## src/rtl/rs_control_seq.sv

```systemverilog
// Sequenced control unit for the relatively-simple CPU: fetch/decode/execute FSM with
// per-byte operand fetch, branch skip and memory wait handshake driving the datapath strobes.
module rs_control_seq #(
   parameter int ADDR_BYTES = 2,
   parameter int NREG       = 1,
   parameter int RSW        = (NREG > 1) ? $clog2(NREG) : 1
) (
   input  logic           CLK,
   input  logic           CLEAR,
   input  logic [7:0]     IR,
   input  logic           Z,
   input  logic           MEM_READY,
   output logic           PC_RESET,
   output logic           AC_CLR,
   output logic           AR_LOAD,
   output logic           AR_INC,
   output logic           PC_BUS,
   output logic           PC_LOAD,
   output logic           PC_INC,
   output logic           DR_LOAD,
   output logic           DR_BUS,
   output logic           ADDR_SHIFT,
   output logic           TR_BUS,
   output logic           IR_LOAD,
   output logic           R_BUS,
   output logic           R_LOAD,
   output logic           AC_BUS,
   output logic           AC_LOAD,
   output logic           MEM_RD,
   output logic           MEM_WR,
   output logic [RSW-1:0] R_SEL,
   output logic [3:0]     ALU_OP,
   output logic [3:0]     STATE
);

   typedef enum logic [3:0] {
      FETCH1 = 4'd0,
      FETCH2 = 4'd1,
      FETCH3 = 4'd2,
      DECODE = 4'd3,
      ADRD   = 4'd4,
      ADSH   = 4'd5,
      SKIP   = 4'd6,
      ADAR   = 4'd7,
      DRD    = 4'd8,
      DWB    = 4'd9,
      DWR    = 4'd10,
      JMP    = 4'd11
   } state_t;

   localparam logic [3:0] OP_NOP  = 4'h0;
   localparam logic [3:0] OP_LDAC = 4'h1;
   localparam logic [3:0] OP_STAC = 4'h2;
   localparam logic [3:0] OP_MVAC = 4'h3;
   localparam logic [3:0] OP_MOVR = 4'h4;
   localparam logic [3:0] OP_JUMP = 4'h5;
   localparam logic [3:0] OP_JMPZ = 4'h6;
   localparam logic [3:0] OP_JPNZ = 4'h7;
   localparam logic [3:0] OP_ADD  = 4'h8;
   localparam logic [3:0] OP_SUB  = 4'h9;
   localparam logic [3:0] OP_INAC = 4'hA;
   localparam logic [3:0] OP_CLAC = 4'hB;
   localparam logic [3:0] OP_AND  = 4'hC;
   localparam logic [3:0] OP_OR   = 4'hD;
   localparam logic [3:0] OP_XOR  = 4'hE;
   localparam logic [3:0] OP_NOT  = 4'hF;

   localparam logic [2:0] CNT_LAST = 3'(ADDR_BYTES - 1);

   state_t     state;
   logic [2:0] cnt;
   logic [3:0] opcode;

   assign opcode = IR[7:4];

   // Register indices beyond the implemented file wrap around modulo NREG.
   function automatic logic [RSW-1:0] alias_reg(input logic [3:0] idx);
      return RSW'(int'(idx) % NREG);
   endfunction

   // Byte counter serves both the operand-address fetch loop and the skip dwell.
   always_ff @(posedge CLK or posedge CLEAR) begin
      if (CLEAR) begin
         state <= FETCH1;
         cnt   <= '0;
      end else begin
         case (state)
            FETCH1: state <= FETCH2;
            FETCH2: if (MEM_READY) state <= FETCH3;
            FETCH3: begin
               state <= DECODE;
               cnt   <= '0;
            end
            DECODE: begin
               case (opcode)
                  OP_LDAC, OP_STAC, OP_JUMP: state <= ADRD;
                  OP_JMPZ:                   state <= Z ? ADRD : SKIP;
                  OP_JPNZ:                   state <= Z ? SKIP : ADRD;
                  default:                   state <= FETCH1;
               endcase
            end
            ADRD: if (MEM_READY) state <= ADSH;
            ADSH: begin
               cnt <= cnt + 3'd1;
               if (cnt < CNT_LAST)
                  state <= ADRD;
               else if (opcode == OP_LDAC || opcode == OP_STAC)
                  state <= ADAR;
               else
                  state <= JMP;
            end
            SKIP: begin
               if (cnt == CNT_LAST)
                  state <= FETCH1;
               else
                  cnt <= cnt + 3'd1;
            end
            ADAR: begin
               if (opcode == OP_LDAC)
                  state <= DRD;
               else if (opcode == OP_STAC)
                  state <= DWR;
               else
                  state <= FETCH1;
            end
            DRD:     if (MEM_READY) state <= DWB;
            DWB:     state <= FETCH1;
            DWR:     if (MEM_READY) state <= FETCH1;
            JMP:     state <= FETCH1;
            default: state <= FETCH1;
         endcase
      end
   end

   assign PC_RESET = CLEAR;
   assign AC_CLR   = CLEAR;
   assign STATE    = state;
   assign R_SEL    = CLEAR ? '0 : alias_reg(IR[3:0]);

   // Strobes decode the registered state; only the PC/AR increments look at MEM_READY.
   always_comb begin
      AR_LOAD    = 1'b0;
      AR_INC     = 1'b0;
      PC_BUS     = 1'b0;
      PC_LOAD    = 1'b0;
      PC_INC     = 1'b0;
      DR_LOAD    = 1'b0;
      DR_BUS     = 1'b0;
      ADDR_SHIFT = 1'b0;
      TR_BUS     = 1'b0;
      IR_LOAD    = 1'b0;
      R_BUS      = 1'b0;
      R_LOAD     = 1'b0;
      AC_BUS     = 1'b0;
      AC_LOAD    = 1'b0;
      MEM_RD     = 1'b0;
      MEM_WR     = 1'b0;
      ALU_OP     = 4'd0;
      if (!CLEAR) begin
         case (state)
            FETCH1: begin
               PC_BUS  = 1'b1;
               AR_LOAD = 1'b1;
            end
            FETCH2: begin
               MEM_RD  = 1'b1;
               DR_LOAD = 1'b1;
               PC_INC  = MEM_READY;
            end
            FETCH3: begin
               IR_LOAD = 1'b1;
               PC_BUS  = 1'b1;
               AR_LOAD = 1'b1;
            end
            DECODE: begin
               case (opcode)
                  OP_MVAC: begin
                     AC_BUS = 1'b1;
                     R_LOAD = 1'b1;
                  end
                  OP_MOVR: begin
                     R_BUS   = 1'b1;
                     AC_LOAD = 1'b1;
                  end
                  OP_ADD:  begin AC_LOAD = 1'b1; R_BUS = 1'b1; ALU_OP = 4'd1; end
                  OP_SUB:  begin AC_LOAD = 1'b1; R_BUS = 1'b1; ALU_OP = 4'd2; end
                  OP_INAC: begin AC_LOAD = 1'b1; ALU_OP = 4'd3; end
                  OP_CLAC: begin AC_LOAD = 1'b1; ALU_OP = 4'd4; end
                  OP_AND:  begin AC_LOAD = 1'b1; R_BUS = 1'b1; ALU_OP = 4'd5; end
                  OP_OR:   begin AC_LOAD = 1'b1; R_BUS = 1'b1; ALU_OP = 4'd6; end
                  OP_XOR:  begin AC_LOAD = 1'b1; R_BUS = 1'b1; ALU_OP = 4'd7; end
                  OP_NOT:  begin AC_LOAD = 1'b1; ALU_OP = 4'd8; end
                  default: ALU_OP = 4'd0;
               endcase
            end
            ADRD: begin
               MEM_RD  = 1'b1;
               DR_LOAD = 1'b1;
               PC_INC  = MEM_READY;
               AR_INC  = MEM_READY;
            end
            ADSH: ADDR_SHIFT = 1'b1;
            SKIP: PC_INC = 1'b1;
            ADAR: begin
               TR_BUS  = 1'b1;
               AR_LOAD = 1'b1;
            end
            DRD: begin
               MEM_RD  = 1'b1;
               DR_LOAD = 1'b1;
            end
            DWB: begin
               DR_BUS  = 1'b1;
               AC_LOAD = 1'b1;
            end
            DWR: begin
               AC_BUS = 1'b1;
               MEM_WR = 1'b1;
            end
            JMP: begin
               TR_BUS  = 1'b1;
               PC_LOAD = 1'b1;
            end
            default: AR_LOAD = 1'b0;
         endcase
      end
   end

endmodule

```

## config.mk

```make
export PLATFORM = sky130hd
export DESIGN_NAME = rs_control_seq
export DESIGN_NICKNAME = d
export VERILOG_FILES = /design/src/rtl/rs_control_seq.sv
export SDC_FILE = /design/constraint.sdc
export NUM_CORES = 1
export LEC_CHECK = 0
export ABC_CLOCK_PERIOD_IN_PS = 1700
export CORE_UTILIZATION = 35
export DETAILED_ROUTE_END_ITERATION = 10
export PLACE_DENSITY = 0.72
export SLEW_MARGIN = 5
export SYNTH_ARGS = -nofsm -noshare
export SYNTH_HDL_FRONTEND = slang
export SYNTH_SLANG_ARGS = --single-unit
export TNS_END_PERCENT = 10
```

## constraint.sdc

```tcl
create_clock -name CLK -period 1.7 [get_ports CLK]
set_clock_uncertainty 0.1 [all_clocks]
set_input_delay 0.34 -clock CLK [delete_from_list [all_inputs] [get_ports CLK]]
set_output_delay 0.34 -clock CLK [all_outputs]
set_load 0.03 [all_outputs]
```

==> impl_metrics.tcl, run 1 <==
set metrics [dict create \
    outcome "complete, but fails checks" \
    violations "setup timing" \
    antenna_found_initial 0 \
    first_global_vias 1001 \
    drtAntennaViolNets 0 \
    dr_total_vias 1064 \
    die_area_um2 2660 \
    utilization 0.675 \
    drt_iter0_drc 22 \
    ctsRootBufferMaster "clkbuf_4" \
    setup_slack_ps -439 \
    ys_types 42 \
    grt_start_max_net_pins 19 \
    cp_top_family "buffers and inverters" \
    num-nets-final 191 \
    insertion_delay_ps 250 \
    min_period_over_period 1.26 \
    wl_per_cell_um 13.6 \
    finalSetupViolCount 21 \
    die_x_um 51.6 \
    syn_nets 128 \
    port-buffer-count 33 \
    routed_wl_mm 2.78 \
    ios 39 \
    ir_drop_mv 1.13 \
    ys_seq_area_frac 0.204 \
    reg2reg_setup_slack_ps 20 \
    min_period_ps 2140 \
    crit_type "register to output port" \
    grt_pass1_wl_mm 4.40 \
    area_growth_pct 77.0 \
    critical_path.startpoint_type "register" \
    numCtsBuffers 3 \
    place_congestion 0.812 \
    synth_area_leaders "dfrtp_1 20%, nor2_1 6.1%, mux2i_1 5.8%, nor3_1 4.7%, nor2b_1 3.6%" \
    start_util 0.381 \
    firstDrtPassIters 5 \
    cpPeakStageDelay_ps 400 \
    fp-row-count 17 \
    cts.clk_slew.worst_paths_ps 50 \
    cts-htree-levels 1 \
    crit_arrival_ps 1700 \
    fillers 200 \
    synth.most_common_cell "nor2_1" \
    cp_slowest_cell "dfrtp_1" \
    fin_area_um2 1520 \
    yosysTopAreaCell "dfrtp_1" \
    cpMostUsedCell "buf_6" \
    cts_tree "done" \
    syn_inst 114 \
    synthArstFlopShare 1.00 \
    hold_buffers 0 \
    drc_errors 0 \
    p_leak_nw 0.737 \
    core-area_um2 2250 \
    grt_setup_unrepaired "yes" \
    setup.worst_path.end_class "output port" \
    synth_flop_cell "dfrtp_1" \
    dp.cells 196 \
    synth_top_area_frac 0.204 \
    avgViaCountPerCell 5.22 \
    cts_max_path_buffers 2 \
    crit_buf_inv 3 \
    yosys_warnings 0 \
    grt_overflow 0 \
    synth_area_per_cell_um2 7.54 \
    max_freq_mhz 467 \
    hold_viol_final 0 \
    synth_commonest_cells "14 x nor2_1, 8 x nor3_1, 7 x dfrtp_1, 7 x nand2_1" \
    synth-seq-cells 7 \
    maxCapViolations 0 \
    die_y_um 51.6 \
    place_area_um2 1360 \
    finalNonFillerCells 204 \
    hp-class "input port to async pin" \
    insertedDiodeCount 0 \
    final_layout_size_suffix_gt1_frac 0.517 \
    cp.required_ps 1260 \
    cp_max_fo 4 \
    path_cells "buf_6 -> buf_6 -> nand2b_4 -> mux2i_2 -> a22oi_1 -> nor3_1 -> buf_4" \
    slew_violations 0 \
    p_per_area_nw_per_um2 1470 \
    cts.sinks 7 \
    track_usage 0.219 \
    dpl.hpwl_mm 2.08 \
    synth-edff-count 0 \
    syn_area_um2 860 \
]
## stage by stage
step           power, mW  setup TNS (ps)  hold WS, ps  worst slack (ps)
2_1_floorplan       1.21           -6230          267              -567
3_3_place_gp        1.77           -4880          395              -466
3_5_place_dp        1.81           -5600          434              -520
4_1_cts             2.09           -6390          441              -511
5_1_grt             2.39           -7400          156              -532
6_report            2.23           -5870          145              -439
## area by class of cell
type | count | area, um^2 | area share
Clock buffer | 4 | 26.3 | 0.0173
Inverter | 3 | 11.3 | 0.00740
Multi-Input combinational cell | 91 | 681 | 0.447
Sequential cell | 7 | 179 | 0.118
Tap cell | 28 | 35.0 | 0.0230
Timing Repair Buffer | 71 | 589 | 0.387
## placed cells by master, fill, tap and decap left out, drive strengths merged
cell type / netlist / layout
a211o: 1 / 1
a211oi: 4 / 4
a21oi: 4 / 4
a221o: 1 / 1
a22oi: 3 / 3
a2bb2oi: 1 / 1
and2b: 1 / 1
and3: 2 / 2
buf: 11 / 61
clkbuf: 2 / 5
clkdlybuf4s50: 0 / 4
conb: 1 / 1
dfrtp: 7 / 7
dlygate4sd2: 0 / 4
dlymetal6s2s: 0 / 1
ha: 2 / 2
inv: 3 / 3
mux2: 1 / 1
mux2i: 5 / 5
nand2: 8 / 8
nand2b: 4 / 4
nand3: 2 / 2
nand4b: 1 / 1
nor2: 14 / 14
nor2b: 5 / 5
nor3: 8 / 8
nor4: 5 / 5
o211a: 1 / 1
o21ai: 5 / 5
o21bai: 2 / 2
o22ai: 1 / 1
o31ai: 1 / 1
or2: 1 / 1
or3: 2 / 2
or4: 1 / 1
xnor2: 3 / 3
xor2: 1 / 1
## layer usage
metal,vias up,wire [um],global-route usage
li1,528,-,-
met1,497,1200,0.254
met2,39,1440,0.431
met3,0,146,0.0351
met4,0,0,0.0135
met5,-,0,0
## flip-flops by register name (all words and copies together), names as in the netlist
name,flops
cnt,3
STATE,4
## worst register-to-register path, stage by stage, from the launching register on
cell and delay, ps:
dfrtp_1 380, buf_6 120, buf_6 90, buf_4 100, nand2b_1 70, buf_4 150
buf_4 130, a211oi_2 250, a211oi_2 70, o21ai_1 150
## path summary, 6_finish.rpt
| kind | startpoint | cells after the start | to |
|---|---|---|---|
| max reg2reg | STATE[1] | 9 | STATE[1] |
| min reg2reg | cnt[2] | 1 | cnt[2] |
| min in group CLK | cnt[2] | 1 | cnt[2] |
| max | STATE[1] | 7 | PC_INC |
| min | CLEAR | 3 | cnt[2] |
| max in group asynchronous | CLEAR | 3 | STATE[0] |
## logic make-up (layout without fill, tap and decap cells)
logic type,count (synthesis),in the layout,share of synthesized area
compound gates,24,24,0.197
xor+xnor,4,4,0.0408
fa+ha+maj,2,2,0.0291
buf+inv,16,78,0.103
flops,7,7,0.204
mux,6,6,0.0713
other cells,1,1,0.00436
simple gates,54,54,0.351
## power by group
part           leakage, nW  internal [mW]  switching [mW]
registers           0.0865          0.239          0.0723
clock network       0.0150         0.0893          0.0572
logic                0.635          0.841           0.935
total                0.737           1.17            1.06
## timing repair
item | in CTS | in global routing
setup endpoints to repair | 29 | 29
setup buffers | 2 | 2
pin swaps | 4 | 6
resized for setup | 25 | 11
Power figures use the tool's default switching activity.
==> inputs of run 2 (changes only) <==
ABC_CLOCK_PERIOD_IN_PS = 2360   (was 1700)
HOLD_SLACK_MARGIN = 0.05   (was unset)
PLACE_DENSITY = 0.69   (was 0.72)
clock period = 2.36 ns   (was 1.7 ns; I/O delays follow)
==> run 2 against run 1 <==
The flow now finishes without violations. Total power down 42%. Worst hold slack better by 280 ps. Die area unchanged. Setup slack better by 510 ps. Design area down 19%. Via count down 12%. Register-to-register slack better by 720 ps. Final cell count down 12%. Critical endpoint is now IR_LOAD. Largest power group unchanged.
==> impl_metrics.tcl, run 2 (same netlist as run 1, synthesis figures left out) <==
set metrics [dict create \
    multi_input_area_um2 611 \
    finalSetupViolCount 0 \
    outcome "complete, no violations" \
    dpl.hpwl_mm 1.79 \
    slew_violations 0 \
    wl_per_cell_um 13.2 \
    crit_buf_inv 2 \
    avgViaCountPerCell 5.26 \
    final_common_cell "buf_4" \
    die_x_um 51.6 \
    insertedDiodeCount 0 \
    tns_ps 0 \
    die_y_um 51.6 \
    hold_viol_final 0 \
    numCtsBuffers 3 \
    grt_setup_unrepaired "no" \
    crit_type "register to output port" \
    critical_path.startpoint_type "register" \
    r2r-end "cnt[0]" \
    cts.sinks 7 \
    setup.worst_path.end_class "output port" \
    min_period_over_period 0.969 \
    dp.cells 172 \
    grt_pass1_wl_mm 3.67 \
    grt_start_max_net_pins 19 \
    path_depth 5 \
    reg2reg_setup_slack_ps 740 \
    reg2regPathDepth 5 \
    hp-class "input port to async pin" \
    cp.required_ps 1790 \
    regArea_um2 178 \
    die_area_um2 2660 \
    drc_errors 0 \
    num-nets-final 166 \
    insertion_delay_ps 240 \
    min_period_ps 2290 \
    fillers 224 \
    cts-htree-levels 1 \
    start_util 0.381 \
    drt_iter0_drc 18 \
    area_growth_pct 44.3 \
    ios 39 \
    fp-row-count 17 \
    r2r-start "STATE[0]" \
    maxCapViolations 0 \
    cpMostUsedCell "buf_4" \
    largest_reg_flops 4 \
    cts_max_path_buffers 2 \
    ctsRootBufferMaster "clkbuf_4" \
    path_cells "buf_4 -> nand2b_1 -> or3_4 -> nor2_1 -> buf_4" \
    antenna_found_initial 0 \
    ir_drop_mv 0.549 \
    drtAntennaViolNets 0 \
    hold_ws_ps 421 \
    cpPeakStageDelay_ps 420 \
    p_per_area_nw_per_um2 1040 \
    cp_slowest_cell "dfrtp_2" \
    first_global_vias 811 \
    port-buffer-count 33 \
    crit_arrival_ps 1720 \
    crit_end "IR_LOAD" \
    finalNonFillerCells 179 \
    final_layout_size_suffix_gt1_frac 0.331 \
    cts.clk_slew.worst_paths_ps 60 \
    place_congestion 0.805 \
    hold_buffers 0 \
    dr_total_vias 941 \
    max_freq_mhz 437 \
    track_usage 0.178 \
    routed_wl_mm 2.36 \
    cp_top_family "simple AND/OR/NAND/NOR gates" \
    crit_start "STATE[0]" \
    most-common-layout-cells "33 x buf_4, 14 x nor2_1, 10 x clkdlybuf4s50_1, 7 x nor3_1, 6 x nand2_1" \
    p_leak_nw 0.576 \
    grt_overflow 0 \
    cts_tree "done" \
    firstDrtPassIters 4 \
    core-area_um2 2250 \
    cp_max_fo 7 \
]
## run 2: cell types whose count changed in the layout (fill, tap and decap cells not counted), moves of 3 or more
cell             delta
nor3_2              -4
dlygate4sd2_1       -3
buf_4              -20
clkdlybuf4s50_1     +6
nor3_1              +4
buf_6               -5
o21ai_0             +3
nand2b_4            -3
## run 2: repair_timing
item / 4_1_cts / 5_1_grt
buffers inserted: 3 / 0
resized for setup: 5 / 3
endpoints found under the setup margin: 2 / 4
pin swaps: 3 / 1
## run 2: per-stage QoR
step	area, um^2	util	power [mW]	setup slack (ps)
floorplan	865	-	0.860	-178
global placement	1170	0.520	1.11	-56.7
detailed placement	1170	0.520	1.13	-87.8
CTS	1230	0.546	1.28	6.78
global route	1240	0.550	1.38	14.3
finish	1240	0.550	1.29	72.1
## run 2: worst min-delay path, cell delays in order
cell and delay [ps]:
dlygate4sd2_1 250, buf_4 190, inv_1 240
## run 2: cell type report
cell class	count	share of cell area
Clock buffer	4	0.0212
Inverter	3	0.00908
Multi-Input combinational cell	91	0.492
Sequential cell	7	0.143
Tap cell	28	0.0283
Timing Repair Buffer	46	0.306
## run 2: worst min path at each step
stage / startpoint / endpoint / slack [ps] / depth (start not counted)
detailed placement: cnt[2] / cnt[2] / 420 / 1
finish: CLEAR / STATE[2] / 420 / 3
global placement: cnt[2] / cnt[2] / 400 / 1
CTS: CLEAR / STATE[2] / 420 / 3
floorplan: cnt[2] / cnt[2] / 370 / 1
global route: CLEAR / STATE[2] / 450 / 3
## run 2: where the power goes
part / internal, mW / total [mW] / leakage [nW] / switching, mW
Combinational: 0.399 / 0.966 / 0.473 / 0.567
Sequential: 0.172 / 0.217 / 0.0884 / 0.0458
Clock: 0.0645 / 0.108 / 0.0150 / 0.0438
Total: 0.635 / 1.29 / 0.576 / 0.657
## run 2: per-layer routing
layer,track usage,part of all wire
met5,0,0
met4,0.0270,0
met3,0.0175,0.049
met2,0.297,0.47
met1,0.252,0.48
==> inputs of run 3 (changes only) <==
ABC_AREA = 1   (was unset)
PLACE_DENSITY = unset   (was 0.69)
PLACE_DENSITY_LB_ADDON = 0.25   (was unset)
==> run 3 against run 2 <==
Total power decreased by 7.1%. Global-route usage rose by 0.64 points. Sequential share of layout area is 0.28 points higher. Critical path depth is 1 higher. Non-clock buffer count down 10. Sequential power increased by 13%. Setup slack worse by 6.3 ps. Design area shrank 2.6%. Core utilization down 1.9 points.
==> impl_metrics.tcl, run 3 <==
set metrics [dict create \
    hp-class "register to register" \
    synthArstFlopShare 1.00 \
    max_freq_mhz 436 \
    dr_total_vias 1036 \
    syn_inst 149 \
    place_congestion 0.885 \
    reg2regPathDepth 9 \
    min_period_over_period 0.972 \
    synth_flop_cell "dfrtp_1" \
    track_usage 0.184 \
    area_growth_pct 38.6 \
    tns_ps 0 \
    cpMostUsedCell "nand2_1" \
    dpl.hpwl_mm 1.94 \
    num-nets-final 199 \
    finalSetupViolCount 0 \
    r2r-end "STATE[1]" \
    crit_arrival_ps 1720 \
    syn_nets 163 \
    cts.sinks 7 \
    cts-htree-levels 1 \
    post-cts-setup-buffers 0 \
    ctsRootBufferMaster "clkbuf_4" \
    r2r-start "STATE[1]" \
    place_area_um2 1170 \
    synth_area_leaders "dfrtp_1 20%, nand2_1 18%, nor2_1 9.5%, inv_1 8.2%, nand2_2 6.5%" \
    die_area_um2 2690 \
    die_x_um 51.9 \
    cp_top_family "buffers and inverters" \
    cts_max_path_buffers 2 \
    port-buffer-count 33 \
    insertedDiodeCount 0 \
    holdPathEnd "STATE[3]" \
    cp_slowest_cell "clkdlybuf4s50_1" \
    final_common_cell "nand2_1" \
    ys_types 23 \
    ios 39 \
    yosys_warnings 0 \
    cp_max_fo 5 \
    p_per_area_nw_per_um2 994 \
    path_cells "clkdlybuf4s50_1 -> inv_1 -> nand2_1 -> nand2_1 -> a31o_2 -> buf_4" \
    outcome "complete, no violations" \
    hold_buffers 0 \
    yosysTopAreaCell "dfrtp_1" \
    grt_overflow 0 \
    numCtsBuffers 3 \
    fin_area_um2 1210 \
    wl_per_cell_um 10.8 \
    drt_iter0_drc 50 \
    maxCapViolations 0 \
    reg2reg_setup_slack_ps 890 \
    avgViaCountPerCell 4.89 \
    met3_length_um 186 \
    met1_length_um 967 \
    p_leak_nw 0.621 \
    start_util 0.383 \
    top_layer "met4" \
    grt_start_max_net_pins 10 \
    crit_type "input port to output port" \
    ctsResizeCount 0 \
    insertion_delay_ps 250 \
    hold_ws_ps 456 \
    final_layout_size_suffix_gt1_frac 0.304 \
    power_mw 1.20 \
    antenna_found_initial 0 \
    cts_tree "done" \
    most-common-layout-cells "41 x nand2_1, 25 x buf_4, 19 x inv_1, 19 x nor2_1, 11 x clkdlybuf4s50_1" \
    hold_depth 2 \
    syn_area_um2 871 \
    synth_top_area_frac 0.201 \
    largest_reg_flops 4 \
    synth_commonest_cells "42 x nand2_1, 22 x nor2_1, 19 x inv_1" \
    drtAntennaViolNets 0 \
    synth-edff-count 0 \
    die_y_um 51.9 \
    wl_met2_mm 1.12 \
    synth-seq-cells 7 \
    cp.required_ps 1790 \
    setup.worst_path.end_class "output port" \
    slew_violations 0 \
    hp-start "STATE[3]" \
    critical_path.startpoint_type "input port" \
    ir_drop_mv 0.465 \
    first_global_vias 901 \
    grt_setup_unrepaired "yes" \
    grt_pass1_wl_mm 3.74 \
    synth_area_per_cell_um2 5.84 \
    synth.most_common_cell "nand2_1" \
    cpPeakStageDelay_ps 560 \
    routed_wl_mm 2.29 \
    hold_viol_final 0 \
    firstDrtPassIters 4 \
    min_period_ps 2290 \
    ys_seq_area_frac 0.201 \
    cts.clk_slew.worst_paths_ps 50 \
    core-area_um2 2280 \
    fp-row-count 17 \
    drc_errors 0 \
    crit_buf_inv 3 \
]
## run 3: changes by cell type after synthesis, moves of 5 or more
| cell | previous run | this run |
|---|---|---|
| nor2b_1 | 5 | 0 |
| nand2_1 | 7 | 42 |
| buf_2 | 5 | 0 |
| nand3_1 | 2 | 9 |
| nor3_1 | 8 | 2 |
| mux2i_1 | 5 | 0 |
| inv_1 | 3 | 19 |
| nor2_1 | 14 | 22 |
| nand2_2 | 1 | 9 |
## run 3: how the worst max path moves through the flow
| stage | startpoint | endpoint | depth (start not counted) |
|---|---|---|---|
| after floorplan | STATE[2] | ALU_OP[3] | 5 |
| after global placement | IR[5] | AC_LOAD | 6 |
| after detailed placement | IR[5] | AC_BUS | 6 |
| after CTS | STATE[2] | ALU_OP[3] | 6 |
| after global routing | IR[5] | AC_LOAD | 6 |
| final | IR[5] | AC_LOAD | 6 |
## run 3: power by group
group          leakage, nW  switching, mW  internal (mW)
combinational        0.515          0.555          0.292
clock               0.0150         0.0425         0.0644
sequential          0.0909         0.0812          0.165
## run 3: final cells by class
cell class,instances,area (um^2)
fill,235,1070
multi-input combinational,114,586
timing repair buffer,36,298
sequential,7,176
inverter,23,86.3
tap,28,35.0
clock buffer,4,26.3
## run 3: worst min-delay path, stage by stage (launching register included)
cell and delay (ps):
dfrtp_2 400, nand2_1 70, nand2_1 60
## run 3: metrics by stage
stage	util	cells	setup slack (ps)
floorplan	-	149	6.79
global placement	0.514	208	92.5
detailed placement	0.514	208	79.8
CTS	0.526	212	29.0
global route	0.531	212	-5.12
finish	0.531	212	65.8
## run 3: layer usage
layer	vias to the layer above	global-route usage
li1	534	-
met1	457	0.234
met2	43	0.314
met3	2	0.0409
met4	0	0.0405
met5	-	0
## run 3: cell families after synthesis
logic type | Yosys count | synth area share
AOI/OAI and AO/OA | 16 | 0.114
xor gates and xnor gates | 1 | 0.0101
adders and majority gates | 2 | 0.0287
buffers and inverters | 28 | 0.138
DFF | 7 | 0.201
other | 1 | 0.00431
and+or+nand+nor | 94 | 0.504
